## src/rtl/cpu_defs.sv

```systemverilog
// rtl/cpu_defs.sv - shared CPU datapath constants and width defaults
package cpu_defs;

   // Architectural register numbers with fixed meaning
   localparam logic [4:0] REG_ZERO = 5'd0;
   localparam logic [4:0] REG_RA   = 5'd31;

   // Datapath widths shared by the destination mux and the register file
   localparam int DW_DEF = 32;
   localparam int AW_DEF = 5;

endpackage

```

## src/rtl/regfile_wdemux_if.sv

```systemverilog
// rtl/regfile_wdemux_if.sv - register file write/read port bundle
interface regfile_wdemux_if
   import cpu_defs::*;
#(
   parameter int DW = DW_DEF,
   parameter int AW = AW_DEF
);

   logic              we;
   logic [AW-1:0]     wa;
   logic [DW-1:0]     wd;
   logic [AW-1:0]     ra1;
   logic [AW-1:0]     ra2;
   logic [DW-1:0]     rd1;
   logic [DW-1:0]     rd2;
   logic [2**AW-1:0]  wsel;

   // Datapath side: drives write-back and read addresses
   modport master (
      output we, wa, wd, ra1, ra2,
      input  rd1, rd2, wsel
   );

   // Register file side
   modport slave (
      input  we, wa, wd, ra1, ra2,
      output rd1, rd2, wsel
   );

endinterface

```

## src/rtl/dec_onehot.sv

```systemverilog
// rtl/dec_onehot.sv - enable-gated binary to one-hot decoder
module dec_onehot #(
   parameter int AW = 5
) (
   input  logic              en,
   input  logic [AW-1:0]     addr,
   output logic [2**AW-1:0]  onehot
);

   // Enable is tested before the address so an unknown address cannot leak through when idle
   always_comb begin
      onehot = '0;
      if (en) begin
         for (int i = 0; i < 2**AW; i++) begin
            onehot[i] = (addr == AW'(i));
         end
      end
   end

endmodule

```

## src/rtl/regfile_wdemux.sv

```systemverilog
// rtl/regfile_wdemux.sv - 2**AW x DW register file with one-hot write demux
module regfile_wdemux
   import cpu_defs::*;
#(
   parameter int DW     = DW_DEF,
   parameter int AW     = AW_DEF,
   parameter bit BYPASS = 1'b0
) (
   input  logic             clk,
   input  logic             clrn,
   regfile_wdemux_if.slave  bus
);

   localparam int NR = 2**AW;

   logic [NR-1:0] dec_raw;
   logic [NR-1:0] dec;
   logic [NR-1:0] wsel_q;
   logic [DW-1:0] regs [NR];

   dec_onehot #(.AW(AW)) u_dec (
      .en     (bus.we),
      .addr   (bus.wa),
      .onehot (dec_raw)
   );

   // Register 0 is never a write target, so its decode line is masked off
   assign dec = dec_raw & {{(NR-1){1'b1}}, 1'b0};

   // Steer write-back into the single decoded register; record the decode for trace
   always_ff @(posedge clk or negedge clrn) begin
      if (!clrn) begin
         for (int i = 0; i < NR; i++) begin
            regs[i] <= '0;
         end
         wsel_q <= '0;
      end else begin
         for (int i = 1; i < NR; i++) begin
            if (dec[i]) begin
               regs[i] <= bus.wd;
            end
         end
         wsel_q <= dec;
      end
   end

   assign bus.wsel = wsel_q;

   // Address 0 reads as zero; optional write-through forwards wd on an address match
   assign bus.rd1 = (bus.ra1 == AW'(REG_ZERO))                ? '0     :
                    (BYPASS && bus.we && (bus.wa == bus.ra1)) ? bus.wd :
                                                                regs[bus.ra1];

   assign bus.rd2 = (bus.ra2 == AW'(REG_ZERO))                ? '0     :
                    (BYPASS && bus.we && (bus.wa == bus.ra2)) ? bus.wd :
                                                                regs[bus.ra2];

endmodule

```

## src/flat_wrapper.sv

```systemverilog
// flat-port wrapper written by rule: the top's interface ports become plain ports
module regfile_wdemux_flat import cpu_defs::*;
#(
   parameter int DW     = DW_DEF,
   parameter int AW     = AW_DEF,
   parameter bit BYPASS = 1'b0
)
  (clk, clrn, bus_we, bus_wa, bus_wd, bus_ra1, bus_ra2, bus_rd1, bus_rd2, bus_wsel);
  regfile_wdemux_if #(.DW(DW), .AW(AW)) bus_i ();
  input  logic clk;
  input  logic clrn;
  input wire logic [$bits(bus_i.we)-1:0] bus_we;
  input wire logic [$bits(bus_i.wa)-1:0] bus_wa;
  input wire logic [$bits(bus_i.wd)-1:0] bus_wd;
  input wire logic [$bits(bus_i.ra1)-1:0] bus_ra1;
  input wire logic [$bits(bus_i.ra2)-1:0] bus_ra2;
  output wire logic [$bits(bus_i.rd1)-1:0] bus_rd1;
  output wire logic [$bits(bus_i.rd2)-1:0] bus_rd2;
  output wire logic [$bits(bus_i.wsel)-1:0] bus_wsel;
  assign bus_i.we = bus_we;
  assign bus_i.wa = bus_wa;
  assign bus_i.wd = bus_wd;
  assign bus_i.ra1 = bus_ra1;
  assign bus_i.ra2 = bus_ra2;
  assign bus_rd1 = bus_i.rd1;
  assign bus_rd2 = bus_i.rd2;
  assign bus_wsel = bus_i.wsel;
  regfile_wdemux #(.DW(DW), .AW(AW), .BYPASS(BYPASS)) u_core (.clk(clk), .clrn(clrn), .bus(bus_i));
endmodule
```

## config.mk

```make
export PLATFORM = sky130hd
export DESIGN_NAME = regfile_wdemux_flat
export DESIGN_NICKNAME = d
export VERILOG_FILES = /design/src/rtl/cpu_defs.sv /design/src/rtl/regfile_wdemux_if.sv /design/src/rtl/dec_onehot.sv /design/src/rtl/regfile_wdemux.sv /design/src/flat_wrapper.sv
export SDC_FILE = /design/constraint.sdc
export NUM_CORES = 2
export LEC_CHECK = 0
export ABC_AREA = 1
export CORE_MARGIN = 4
export CORE_UTILIZATION = 40
export CTS_CLUSTER_DIAMETER = 40
export DETAILED_ROUTE_END_ITERATION = 10
export PLACE_DENSITY = 0.64
export SKIP_CTS_REPAIR_TIMING = 1
export SLEW_MARGIN = 20
export SYNTH_ARGS = -nofsm -noshare
export SYNTH_HDL_FRONTEND = slang
export SYNTH_SLANG_ARGS = --single-unit
```

## constraint.sdc

```tcl
create_clock -name clk -period 1.7 [get_ports clk]
set_clock_uncertainty 0.15 [all_clocks]
set_input_delay 0.255 -clock clk [delete_from_list [all_inputs] [get_ports clk]]
set_output_delay 0.255 -clock clk [all_outputs]
set_load 0.01 [all_outputs]
```

==> summary.txt <==
Status
  – Failing checks: negative setup slack
  – Outcome: complete, but fails checks

Critical path
  – Crit-path max FO: 3
  – CP required: 1.29 ns
  – R2R cell count: 4
  – Nature of the critical path endpoint: output port
  – Critical Path Source Type: flop
  – Critical path arrival: 2.06 ns
  – Critical path class: flop to output port

Clock network
  – Root Driver: clkbuf_16
  – TritonCTS clock tree: done
  – Clk_lat worst skew: 0.78 ns
  – H-tree depth: 4
  – Clk buf depth: 3
  – Clock sink total: 1023
  – CTS Buf Count: 162
  – Clock slew seen by the registers of the worst setup and hold paths: 0.06 ns

Placement
  – IO buf count: 144
  – GP Congestion: 0.9737
  – Detailed placement HPWL: 160.4 mm
  – Dpl cells: 10450

Logic synthesis
  – Yosys reg bits: 1023
  – Cell type with the highest aggregate area in the netlist: dfrtp_1
  – Seq/Total Area, Yosys: 0.4488
  – Top cell type's share of synthesized area: 0.4488
  – Net count after synthesis: 8390
  – Average cell area after synthesis: 6.840 sq um
  – Top cells by area, synth: dfrtp_1 45%, nand2_1 20%, nand3_1 13%
  – Synth Warn #: 32
  – Synth unique cells: 17
  – Synth Instances: 8340
  – Netlist Area Pre-Place: 57040 sq um

Power
  – PD cells: 1160 nW/um^2
  – Sequential share of power: 0.370
  – Clock Power Share: 0.406
  – Peak VDD IR: 0.0008191 V
  – Sw Pwr: 27.92 mW
  – Leakage power: 36.46 nW
  – Sw Ratio: 0.3207
  – Int Power: 59.14 mW
  – Logic pwr share: 0.224

Finish
  – Finished Core Util: 0.5303
  – Most common cell after layout, fill and taps aside: nand2_1
  – Layout Area Growth over Synthesis: 31.63%
  – Layout fillers: 13280
  – Layout cells sized above 1: 0.2119
  – Non-Filler Instances: 10820
  – Layout Nets: 8845
  – Multi-input gate area: 27940 sq um
  – Register Area: 25600 sq um
  – Most frequent cells in the layout: 2878 x nand2_1, 1217 x nand3_1, 1022 x dfrtp_1

Global route
  – All-Layer GR Usage: 0.3250
  – Grt total ovfl: 0
  – Vias in the first global route: 58220
  – M1 GR Usage: 0.4514
  – Initial antenna violation count: 6
  – First-pass GRT wire length: 366.9 mm
  – Largest net degree at the start of global routing: 82
  – Met3 Usage GRT: 0.08736
  – Gr busiest metal: met2
  – Routing usage on met2: 0.4731

Timing
  – RSZ-0062 raised after global routing: yes
  – Setup violators final: 66
  – Worst setup margin: -0.7687 ns
  – Worst-margin pin slew: 0.8301 ns
  – Period minus WS final: 2.469 ns
  – Count of pins over their slew limit: 0
  – Hold Slack: 0.03685 ns
  – Fmax: 405.1 MHz
  – Rel. slew slack: 0.4460
  – Final Hold Fails: 0
  – Fin crit share: 1.452

Routing
  – DRT Pass-1 Iters: 7
  – Wire per inst: 22.81 um
  – WL final: 246.9 mm
  – First DRT Iteration DRCs: 8689
  – Vias: 61690
  – Antenna-violating nets left: 0
  – DRC: 0
  – Via density: 5.699

Floorplan
  – Die X: 385.6 um
  – Initial Utilization: 0.4029
  – Row count: 138
  – Die height: 385.6 um
  – Boundary Pins: 146
  – Core area: 141600 sq um
  – Die Footprint: 148700 sq um

Hold path
  – Worst min-delay path class: input port to async pin

Run
  – Max_cap viols: 0
[worst paths after layout]
kind                       slack [ns]             start          endpoint
setup reg to reg                 0.61  u_core.regs[874]  u_core.regs[874]
hold / removal                   0.04              clrn  u_core.regs[821]
min in group clk                 0.08        bus_wd[19]  u_core.regs[627]
hold reg to reg                  0.33  u_core.regs[647]  u_core.regs[647]
max in group asynchronous        0.63              clrn  u_core.regs[550]
setup / recovery                -0.77  u_core.regs[837]        bus_rd1[5]
[cells by family (layout without fill, tap and decap cells)]
family                 Yosys count  count (layout)  share of synthesized area
AO/OA/AOI/OAI                 1248            1248                     0.1095
other                            1               5                 0.00006574
buffers and inverters         1373            1963                     0.1002
AND/OR/NAND/NOR               4695            4695                     0.3415
flip-flops                    1023            1023                     0.4488
[per-stage QoR]
step           total power, mW  cell area, sq um  worst slack (ns)  setup TNS (ns)
2_1_floorplan            42.08             57100         -0.001633        -0.01951
3_3_place_gp             49.48             66900            -1.008         -421.33
3_5_place_dp             49.98             66900           -0.9698         -443.54
4_1_cts                  85.41             72680            -1.367          -90.39
5_1_grt                  91.15             75080           -0.8508          -48.27
6_report                 87.06             75090           -0.7687          -42.36
[critical path, stage by stage (launching register included)]
cell,delay (ns)
dfrtp_1,0.37
nand2_1,0.06
nand3_1,0.09
nand2_1,0.09
nand2_1,0.13
nand3_2,0.11
nand2_1,0.09
nand2_1,0.06
nand2_2,0.12
clkbuf_2,0.15
[flip-flops by register name, summed over array words and instances, names as in the netlist]
register         cells
u_core.regs        992
u_core.bus.wsel     31
[metal layers]
metal	routed length (um)	vias to the layer above
li1	-	27600
met1	98070	29180
met2	103800	4138
met3	33510	767
met4	11410	4
met5	23	-
[layout make-up]
| type | instances | area share |
|---|---|---|
| Clock inverter | 97 | 0.01553 |
| Clock buffer | 202 | 0.06137 |
| Inverter | 654 | 0.03321 |
| Multi-Input combinational cell | 5944 | 0.3720 |
| Tap cell | 1890 | 0.03149 |
| Antenna cell | 4 | 0.0001333 |
| Timing Repair Buffer | 1010 | 0.1453 |
| Sequential cell | 1023 | 0.3410 |
[cells in the mapped netlist]
cell type	n
nand2_1	3064
nand3_1	1473
dfrtp_1	1023
o21ai_0	867
inv_1	643
clkbuf_1	329
buf_2	306
a21oi_1	256
nor2_1	152
o21ai_1	125
buf_4	41
buf_1	40
inv_2	11
nor2_2	5
buf_6	3
conb_1	1
nand2_2	1
[power by group through the flow]
stage | sequential [mW] | combinational [mW] | clock, mW
final | 32.2 | 19.5 | 35.4
after global routing | 32.7 | 21.7 | 36.8
after CTS | 31.9 | 17.8 | 35.6
after detailed placement | 32.3 | 17.7 | 0
after global placement | 32.1 | 17.3 | 0
after floorplan | 31.5 | 10.6 | 0
Power figures use the tool's default switching activity.
